File: src/rtl/ascii_time_sender_pkg.sv
// Shared UART definitions: ASCII constants, decoder command codes and the
// state encoding of the time-report transmitter.
package ascii_time_sender_pkg;

    localparam logic [7:0] ASCII_0     = 8'h30;
    localparam logic [7:0] ASCII_COLON = 8'h3A;
    localparam logic [7:0] ASCII_DOT   = 8'h2E;
    localparam logic [7:0] ASCII_CR    = 8'h0D;
    localparam logic [7:0] ASCII_LF    = 8'h0A;

    // Receive-side command bytes, kept here so both directions share one table
    localparam logic [7:0] CMD_R = 8'h72;
    localparam logic [7:0] CMD_L = 8'h6C;
    localparam logic [7:0] CMD_U = 8'h75;
    localparam logic [7:0] CMD_D = 8'h64;
    localparam logic [7:0] CMD_0 = 8'h30;
    localparam logic [7:0] CMD_1 = 8'h31;
    localparam logic [7:0] CMD_2 = 8'h32;

    localparam logic [1:0] ST_IDLE    = 2'd0;
    localparam logic [1:0] ST_LOAD    = 2'd1;
    localparam logic [1:0] ST_WAIT_HI = 2'd2;
    localparam logic [1:0] ST_WAIT_LO = 2'd3;

    // Last count value of the lost-busy-edge guard (four low cycles)
    localparam logic [2:0] BUSY_TIMEOUT_LAST = 3'd3;

    function automatic logic [7:0] digit_to_ascii(input logic [3:0] digit);
        return ASCII_0 + {4'h0, digit};
    endfunction

endpackage

File: src/rtl/ascii_time_sender_bin2ascii_2digit.sv
// Two-digit decimal to ASCII converter; values above 99 saturate to "99".
module bin2ascii_2digit
    import ascii_time_sender_pkg::*;
(
    input  logic [6:0] value,
    output logic [7:0] tens,
    output logic [7:0] ones
);

    logic [6:0] sat_s;
    logic [3:0] tens_v_s;
    logic [3:0] ones_v_s;

    // Saturate, split into decimal digits and encode as ASCII
    always_comb begin
        if (value > 7'd99) begin
            sat_s = 7'd99;
        end else begin
            sat_s = value;
        end
        tens_v_s = 4'(sat_s / 7'd10);
        ones_v_s = 4'(sat_s % 7'd10);
        tens     = digit_to_ascii(tens_v_s);
        ones     = digit_to_ascii(ones_v_s);
    end

endmodule

File: src/rtl/ascii_time_sender.sv
// Snapshots the time on request and streams "HH:MM:SS.CC" plus line
// terminator to uart_tx over a start/busy handshake.
module ascii_time_sender
    import ascii_time_sender_pkg::*;
#(
    parameter bit CRLF = 1'b1
) (
    input  logic       clk,
    input  logic       rst,
    input  logic       send_req,
    input  logic [4:0] i_hour,
    input  logic [5:0] i_min,
    input  logic [5:0] i_sec,
    input  logic [6:0] i_msec,
    input  logic       tx_busy,
    output logic       tx_start,
    output logic [7:0] tx_data,
    output logic       sending
);

    localparam logic [3:0] LAST_IDX = CRLF ? 4'd12 : 4'd11;

    logic [1:0] state_r;
    logic [3:0] idx_r;
    logic       pending_r;
    logic [2:0] to_cnt_r;
    logic [4:0] hour_r;
    logic [5:0] min_r;
    logic [5:0] sec_r;
    logic [6:0] cs_r;

    logic [7:0] hour_t_s, hour_o_s, min_t_s, min_o_s;
    logic [7:0] sec_t_s, sec_o_s, cs_t_s, cs_o_s;
    logic [7:0] byte_s;

    bin2ascii_2digit u_hour (.value({2'b00, hour_r}), .tens(hour_t_s), .ones(hour_o_s));
    bin2ascii_2digit u_min  (.value({1'b0, min_r}),   .tens(min_t_s),  .ones(min_o_s));
    bin2ascii_2digit u_sec  (.value({1'b0, sec_r}),   .tens(sec_t_s),  .ones(sec_o_s));
    bin2ascii_2digit u_cs   (.value(cs_r),            .tens(cs_t_s),   .ones(cs_o_s));

    // Select the frame byte addressed by the current index
    always_comb begin
        case (idx_r)
            4'd0:    byte_s = hour_t_s;
            4'd1:    byte_s = hour_o_s;
            4'd2:    byte_s = ASCII_COLON;
            4'd3:    byte_s = min_t_s;
            4'd4:    byte_s = min_o_s;
            4'd5:    byte_s = ASCII_COLON;
            4'd6:    byte_s = sec_t_s;
            4'd7:    byte_s = sec_o_s;
            4'd8:    byte_s = ASCII_DOT;
            4'd9:    byte_s = cs_t_s;
            4'd10:   byte_s = cs_o_s;
            4'd11:   byte_s = CRLF ? ASCII_CR : ASCII_LF;
            4'd12:   byte_s = ASCII_LF;
            default: byte_s = 8'h00;
        endcase
    end

    // Frame sequencer, snapshot registers and single-deep request queue
    always_ff @(posedge clk) begin
        if (rst) begin
            state_r   <= ST_IDLE;
            idx_r     <= 4'd0;
            pending_r <= 1'b0;
            to_cnt_r  <= 3'd0;
            hour_r    <= 5'd0;
            min_r     <= 6'd0;
            sec_r     <= 6'd0;
            cs_r      <= 7'd0;
            tx_start  <= 1'b0;
            tx_data   <= 8'h00;
            sending   <= 1'b0;
        end else begin
            tx_start <= 1'b0;
            // A request arriving mid-frame (even on the final busy fall) is queued
            if (send_req && (state_r != ST_IDLE)) begin
                pending_r <= 1'b1;
            end
            case (state_r)
                ST_IDLE: begin
                    if (send_req || pending_r) begin
                        hour_r    <= i_hour;
                        min_r     <= i_min;
                        sec_r     <= i_sec;
                        cs_r      <= i_msec;
                        pending_r <= 1'b0;
                        sending   <= 1'b1;
                        idx_r     <= 4'd0;
                        state_r   <= ST_LOAD;
                    end
                end
                ST_LOAD: begin
                    if (!tx_busy) begin
                        tx_data  <= byte_s;
                        tx_start <= 1'b1;
                        to_cnt_r <= 3'd0;
                        state_r  <= ST_WAIT_HI;
                    end
                end
                ST_WAIT_HI: begin
                    if (tx_busy || (to_cnt_r == BUSY_TIMEOUT_LAST)) begin
                        state_r <= ST_WAIT_LO;
                    end else begin
                        to_cnt_r <= to_cnt_r + 3'd1;
                    end
                end
                ST_WAIT_LO: begin
                    if (!tx_busy) begin
                        if (idx_r == LAST_IDX) begin
                            sending <= 1'b0;
                            state_r <= ST_IDLE;
                        end else begin
                            idx_r   <= idx_r + 4'd1;
                            state_r <= ST_LOAD;
                        end
                    end
                end
                default: begin
                    state_r <= ST_IDLE;
                end
            endcase
        end
    end

endmodule

File: config.mk
export PLATFORM = sky130hd
export DESIGN_NAME = ascii_time_sender
export DESIGN_NICKNAME = d
export VERILOG_FILES = /design/src/rtl/ascii_time_sender_pkg.sv /design/src/rtl/ascii_time_sender_bin2ascii_2digit.sv /design/src/rtl/ascii_time_sender.sv
export SDC_FILE = /design/constraint.sdc
export NUM_CORES = 1
export LEC_CHECK = 0
export ABC_AREA = 1
export CORE_ASPECT_RATIO = 0.5
export CORE_MARGIN = 2
export CORE_UTILIZATION = 40
export CTS_BUF_LIST = sky130_fd_sc_hd__clkbuf_2
export CTS_CLUSTER_SIZE = 12
export DETAILED_ROUTE_END_ITERATION = 6
export PLACE_DENSITY_LB_ADDON = 0.2
export REMOVE_ABC_BUFFERS = 1
export SYNTH_ARGS = -nofsm -noshare
export SYNTH_HDL_FRONTEND = slang
export SYNTH_SLANG_ARGS = --single-unit
File: constraint.sdc
create_clock -name clk -period 4.2 [get_ports clk]
set_input_delay 0.84 -clock clk [delete_from_list [all_inputs] [get_ports clk]]
set_output_delay 0.84 -clock clk [all_outputs]
set_load 0.005 [all_outputs]
**After elaboration in Yosys (flattened, before gate mapping)**

Index checks and enable logic that the tools add are counted.

- Input bits: 28
- Output and inout bits: 10
- Register bits after elaboration: 44

- Reductions and logical operators: 16
- Equal/unequal tests: 23
- Bitwise logic cells: 2
- Div/mod/pow operators: 8
- Multiplexer cells: 26
- Add/subtract/negate cells: 10
- $lt $le $gt $ge: 4

Operator list:

| operator | count |
|---|---|
| 8-bit one-hot mux with 12 select lines | 1 |
| 6-bit by 4-bit adder with 7-bit output (first input constant) | 8 |
| 7-bit by 4-bit divider with 7-bit output (second input constant) | 4 |
| 7-bit by 4-bit modulo with 7-bit output (second input constant) | 4 |
| 7-bit two-way mux | 4 |
| 4-bit equality test (second input constant) | 5 |
| 4-bit by 3-bit equality test with 1-bit output (second input constant) | 4 |
| 6-bit by 7-bit greater-than comparator with 1-bit output (second input constant) | 2 |
| 2-bit inequality test (second input constant) | 7 |
| 4-bit two-way mux | 3 |
| 4-bit AND reduction | 3 |
| 4-bit by 2-bit equality test with 1-bit output (second input constant) | 2 |
| 1-bit two-way mux | 8 |
| 2-bit two-way mux | 4 |
| 2-bit one-hot mux with 4 select lines | 1 |
| 4-bit one-hot mux with 2 select lines | 1 |
| 5-bit by 7-bit greater-than comparator with 1-bit output (second input constant) | 1 |
| 7-bit greater-than comparator (second input constant) | 1 |
| 3-bit two-way mux | 2 |
| 3-bit one-hot mux with 2 select lines | 1 |
| 2-bit nonzero test | 3 |
| 4-bit by 1-bit adder with 4-bit output (second input constant) | 1 |
| 2-bit equality test (second input constant) | 2 |
| 4-bit by 1-bit equality test with 1-bit output (second input constant) | 1 |
| 12 further kinds | 16 |

**Depth between registers and ports, before layout**

Gate-level depths: netlist (run 1).

- Word-level depth: 5
- Gate-level depth with buffers: 33

**Hierarchy**

From an unflattened synthesis (run 1), not the netlist that was laid out.

- Cells, all modules: 756
- Area, all modules: 4593.2 um^2

Modules (own cells, without submodules):

| module | seq. area each (um^2) | cells each | instances | area each (um^2) |
|---|---|---|---|---|
| ascii_time_sender | 880.8 | 384 | 1 | 2521.2 |
| bin2ascii_2digit | 0.0 | 93 | 4 | 518.0 |

**Worst setup path before layout (run 1)**

OpenSTA, ideal clock, no wires.

- Path kind: reg-to-reg
- From: register idx_r[0]
- To: register tx_data[2]
- Path slack: 0.917 ns
- Stages on the path, launching flop included: 32
- Data arrival time: 3.151 ns
- Buffers on the path: 0
- Cell sequence: dfxtp_1 > inv_1 > ha_1 > nand3_4 > clkinv_1 > nand3_1 > nand3_1 > a21oi_2 > nand3_1 > nand2_2 > nand2_1 > nand2_1 > nand2_1 > inv_2 > ha_1 > nand3_1 > nand2_1 > nand3_2 > nand2_4 > xor2_4 > ha_1 > inv_1 > nand3_2 > nand2_1 > nor2_4 > nand2_1 > nand2_1 > nand2_1 > nand2_1 > nand2_1 > nand2_1 > a21oi_1

RTL lines:

| item | RTL line | source |
|---|---|---|
| start, declared | ascii_time_sender.sv:24 | `logic [3:0] idx_r;` |
| start signal, assigned | ascii_time_sender.sv:115 | `idx_r <= idx_r + 4'd1;` |
| end signal, assigned | ascii_time_sender.sv:96 | `tx_data <= byte_s;` |
| end, declared | ascii_time_sender.sv:17 | `output logic [7:0] tx_data,` |

==> results of run 1 <==
sequential cells by signal, indices dropped and copies added (netlist names):
name / count
tx_start: 1
cs_r: 7
sending: 1
sec_r: 6
pending_r: 1
hour_r: 5
min_r: 6
to_cnt_r: 3
tx_data: 6
state_r: 2
idx_r: 4
critical path: cells and delay by family, from the launching register on:
kind | cells | cell delay (ps)
simple gates | 21 | 1790
fa+ha+maj | 3 | 600
flops | 1 | 390
buf+inv | 4 | 350
compound gates | 2 | 270
xor+xnor | 1 | 170
area by class of cell:
cell class	instances	area, sq um
fillers	688	3450
multi-input cells	318	1720
repair buffers	38	373
flip-flops and latches	42	843
well taps	92	115
clock buffers	6	30.0
clock inverters	2	37.5
inverters	76	288
per-layer routing:
metal / part of all wire / track usage / vias to the layer above / wire (um)
li1: - / - / 1508 / -
met1: 0.56 / 0.250 / 1242 / 3710
met2: 0.38 / 0.269 / 49 / 2520
met3: 0.049 / 0.0469 / 4 / 320
met4: 0.0059 / 0.0337 / 0 / 39
met5: 0 / 0 / - / 0
stage by stage:
stage / utilization / instances / hold WS, ps
after global routing: 0.497 / 574 / 494
final: 0.497 / 574 / 482
after global placement: 0.487 / 566 / 454
after floorplan: - / 436 / 433
after detailed placement: 0.487 / 566 / 458
after CTS: 0.497 / 574 / 483
path summary, 6_finish.rpt:
path / start / to / cells past startpoint
setup / recovery: idx_r[0] / tx_data[2] / 31
hold / removal: to_cnt_r[1] / to_cnt_r[1] / 2
setup reg to reg: idx_r[0] / tx_data[2] / 31
hold reg to reg: to_cnt_r[1] / to_cnt_r[1] / 2
cell usage after synthesis (3+ instances only):
| master | count | area (sq um) |
|---|---|---|
| nand2_2 | 4 | 25.0 |
| o21ai_0 | 38 | 190 |
| nand3_4 | 4 | 70.1 |
| o22ai_1 | 3 | 18.8 |
| nand3_2 | 5 | 50.1 |
| inv_1 | 64 | 240 |
| nand4_1 | 7 | 43.8 |
| inv_2 | 10 | 37.5 |
| nand3_1 | 25 | 125 |
| dfxtp_1 | 42 | 841 |
| nand2_1 | 92 | 345 |
| ha_1 | 15 | 188 |
| nand3b_1 | 3 | 22.5 |
| nor3_1 | 7 | 35.0 |
| nor2_1 | 51 | 191 |
| buf_4 | 3 | 22.5 |
| a21oi_1 | 36 | 180 |
| clkbuf_1 | 8 | 30.0 |
power groups by stage:
stage          clock network, uW  logic (uW)  registers (uW)
2_1_floorplan                  0         560             559
3_3_place_gp                   0         755             579
3_5_place_dp                   0         755             578
4_1_cts                      245         760             569
5_1_grt                      261         892             584
6_report                     238         758             571
logic make-up (layout without fill, tap and decap cells):
| group | Yosys count | in the layout |
|---|---|---|
| buffers and inverters | 88 | 122 |
| DFF | 42 | 42 |
| and+or+nand+nor | 208 | 208 |
| other | 1 | 2 |
| AOI/OAI and AO/OA | 91 | 91 |
| xor gates and xnor gates | 2 | 2 |
| adders and majority gates | 15 | 15 |
==> impl_metrics.yaml, run 1 <==
run_status:
  outcome: "finished, final reports clean"
routing:
  first_pass_iters: 4
  wl_um: 6590
  via_count: 2803
  ant_nets: 0
  wl_per_cell_um: 11.5
  drt_iter0_markers: 159
  via_per_inst: 4.88
  drc_errors: 0
yosys:
  synth_fa_ha_area_frac: 0.0647
  synth_xor_area_frac: 0.0125
  syn_area_per_cell_sq_um: 6.49
  synth_ff_type: "dfxtp_1"
  ys_types: 42
  synth_seq_area_share: 0.290
  netlist_area_sq_mm: 0.00290
  ys_seq_elements: 42
  muxShareOfSynthArea: 0
  yosys_warnings: 0
  postSynthCellCount: 447
  synthArstFlopShare: 0
  synth_edf_count: 0
  synth_compound_area_frac: 0.175
  synth_top_family_by_area: "simple AND/OR/NAND/NOR gates"
  synthSimpleGateAreaFrac: 0.339
finish:
  layout_commonest_cell: "nand2_1"
  drive_gt1_frac: 0.0996
  fin_area_sq_mm: 0.00341
  area_growth_pct: 17.4
  fin_nets: 524
  diodes: 0
  layout_common_cells: "nand2_1 (92), inv_1 (64), nor2_1 (51)"
power_and_ir_drop:
  power_uw: 1570
  cellInternalPower_uw: 892
  switching_share: 0.431
  cellLeakagePower_uw: 0.00158
  cellPowerDensity_mw_per_mm2: 459
  p_clk_frac: 0.152
  combPwrFrac: 0.484
  switchingPower_uw: 674
  vdd_ir_drop_max_uv: 194
  pwr-share-seq: 0.364
clock_network:
  clock-root-buffer: "clkbuf_2"
  cts.htree.levels: 2
  cts_tree: "built"
  clkTransAtPathRegs_ps: 210
  postCtsHoldBufs: 0
  clkLatencyLatePin_ps: 420
  clk_path_buf_depth: 2
  cts_inserted_buffers: 5
  post_cts_buffers: 0
  ctsResizeCount: 0
  cts.sinks: 42
floorplanning:
  die_y_um: 64.2
  io_pins: 38
  die_area_sq_mm: 0.00800
  core_sq_mm: 0.00686
  rows: 21
  initial_core_util: 0.423
  die_w_um: 124
setup_path:
  cpMaxStageDelayCell: "dfxtp_2"
  worst-setup-path-type: "flip-flop to flip-flop"
  cp_max_fo: 5
  crit_arrival_ps: 3990
  cp_common_cell: "nand2_1"
  r2r_slack_ps: 540
  cp_data_required_time_ps: 4530
  critPathMaxStageDelay_ps: 390
  cp-start-kind: "flip-flop"
  critPathCaptureType: "flip-flop"
global_route:
  grt_pass1_vias: 2584
  grt_pass1_wl_um: 11700
  grt-ovfl-total: 0
  grt_max_degree: 31
  grt_usage: 0.176
  antenna_found_initial: 0
sta:
  fmax_mhz: 273
  fin_crit_sh: 0.871
  period_needed_ps: 3660
  rsz0062_at_grt: "false"
  slew_viol_final: 0
  tightest_slew_ps: 762
  setup_violations: 0
  skew_ps: 14.5
  timing_hold_violations_final: 0
  fin_ws_ps: 542
  tns_ps: 0
  slew-limit-headroom: 0.491
placement:
  placedInstanceArea_sq_mm: 0.00334
  gp_congestion: 0.876
  port_buffers: 35
  detailedPlace.worstSlack_ps: 514
  hpwl_um: 5240
worst_hold_path:
  hold_path.class: "flip-flop to flip-flop"
job:
  max_cap_viol_count: 0
(Power assumes the default switching activity.)
==> inputs of run 2 (changes only) <==
Settings changed: CORE_MARGIN 2 to 4.
==> impl_metrics.yaml, run 2 (synthesis results as in run 1) <==
finish:
  n_fill_cell: 708
  layout_commonest_cell: "nand2_1"
  drive_gt1_frac: 0.0936
  diodes: 0
  largest-register: "cs_r"
  largest_reg_flops: 7
  fin_area_sq_mm: 0.00340
  fin_nets: 523
  layout_common_cells: "nand2_1 (92), inv_1 (64), nor2_1 (51)"
  area_growth_pct: 17.1
  final_cells: 573
routing:
  wl_um: 6800
  via_per_inst: 4.82
  first_pass_iters: 4
  via_count: 2763
  ant_nets: 0
  drc_errors: 0
  wl_per_cell_um: 11.9
  drt_iter0_markers: 168
power_and_ir_drop:
  vdd_ir_drop_max_uv: 250
  cellLeakagePower_uw: 0.00157
  power_uw: 1560
  cellPowerDensity_mw_per_mm2: 459
setup_path:
  cp_common_cell: "nand2_1"
  crit_arrival_ps: 4060
  cpMaxStageDelayCell: "dfxtp_1"
  critPathCaptureType: "flip-flop"
  r2r-end: "tx_data[2]"
  cp_max_fo: 5
  cp-start-kind: "flip-flop"
  cp_data_required_time_ps: 4520
  r2r_slack_ps: 460
  cp-startpoint: "idx_r[0]"
  crit_end: "tx_data[2]"
  r2r.worst_path.cells: 31
  worst-setup-path-type: "flip-flop to flip-flop"
  r2r-start: "idx_r[0]"
  critPathMaxStageDelay_ps: 420
clock_network:
  cts.sinks: 42
  clock-root-buffer: "clkbuf_2"
  cts_inserted_buffers: 5
  post_cts_buffers: 0
  ctsResizeCount: 0
  clkTransAtPathRegs_ps: 210
  clkLatencyLatePin_ps: 420
  clk_path_buf_depth: 2
  cts_tree: "built"
  postCtsHoldBufs: 0
  cts.htree.levels: 2
worst_hold_path:
  hold_path.class: "flip-flop to flip-flop"
sta:
  tightest_slew_ps: 767
  holdWs_ps: 479
  slew_viol_final: 0
  fin_crit_sh: 0.890
  rsz0062_at_grt: "false"
  setup_violations: 0
  fmax_mhz: 268
  skew_ps: 9.76
  tns_ps: 0
  period_needed_ps: 3740
  slew-limit-headroom: 0.488
  timing_hold_violations_final: 0
floorplanning:
  io_pins: 38
  die_y_um: 68.2
  rows: 21
  initial_core_util: 0.423
  die_area_sq_mm: 0.00877
  die_w_um: 128
  core_sq_mm: 0.00686
global_route:
  antenna_found_initial: 0
  grt_usage: 0.167
  grt_pass1_wl_um: 11700
  grt_max_degree: 38
  grt_pass1_vias: 2588
  grt-ovfl-total: 0
placement:
  placedInstanceArea_sq_mm: 0.00333
  gp_congestion: 0.886
  hpwl_um: 5280
  dp.cells: 565
  port_buffers: 35
run_status:
  outcome: "finished, final reports clean"
job:
  max_cap_viol_count: 0
run 2: cell types whose count changed in the layout (fill, tap and decap cells not counted), sizes merged:
| cell | change |
|---|---|
| buf | -1 |
run 2: cell type report:
type                    count  area (sq um)  share of cell area
multi-input cells         318          1720               0.507
clock buffers               6          30.0             0.00884
repair buffers             37           365               0.108
well taps                  92           115              0.0339
clock inverters             2          37.5              0.0110
flip-flops and latches     42           841               0.247
inverters                  76           288              0.0847
run 2: worst min-delay path by stage:
stage / from / endpoint / slack (ps) / depth (start not counted)
final: to_cnt_r[2] / to_cnt_r[2] / 480 / 2
after floorplan: to_cnt_r[2] / to_cnt_r[2] / 430 / 2
after global placement: to_cnt_r[2] / to_cnt_r[2] / 450 / 2
after global routing: tx_data[1] / tx_data[1] / 510 / 2
after detailed placement: to_cnt_r[0] / to_cnt_r[0] / 460 / 1
after CTS: tx_data[0] / tx_data[0] / 480 / 2
run 2: where the power goes:
group / internal [uW] / total, uW / switching [uW]
sequential: 502 / 569 / 67.0
combinational: 281 / 751 / 470
clock: 103 / 239 / 136
total: 886 / 1560 / 673
run 2: worst max-delay path, delay by kind of cell (launching register included):
kind,cells,cell delay [ps]
buf+inv,4,360
simple gates,21,1810
compound gates,2,270
xor+xnor,1,170
flops,1,420
fa+ha+maj,3,620
run 2: per-stage QoR:
step / setup slack (ps) / util
6_report: 463 / 0.496
5_1_grt: 38.5 / 0.496
4_1_cts: 462 / 0.496
3_5_place_dp: 494 / 0.486
3_3_place_gp: 682 / 0.486
2_1_floorplan: 933 / -
run 2: per-layer routing:
| layer | up-vias | share of wire | track usage |
|---|---|---|---|
| met2 | 45 | 0.39 | 0.256 |
| met3 | 12 | 0.055 | 0.0429 |
| li1 | 1500 | - | - |
| met4 | 0 | 0.012 | 0.0437 |
| met5 | - | 0 | 0 |
| met1 | 1206 | 0.54 | 0.233 |
==> inputs of run 3 (changes only) <==
Settings changed: TNS_END_PERCENT set to 1.
==> results of run 3 <==
No change in the layout: final DEF, timing and power equal those of run 2.
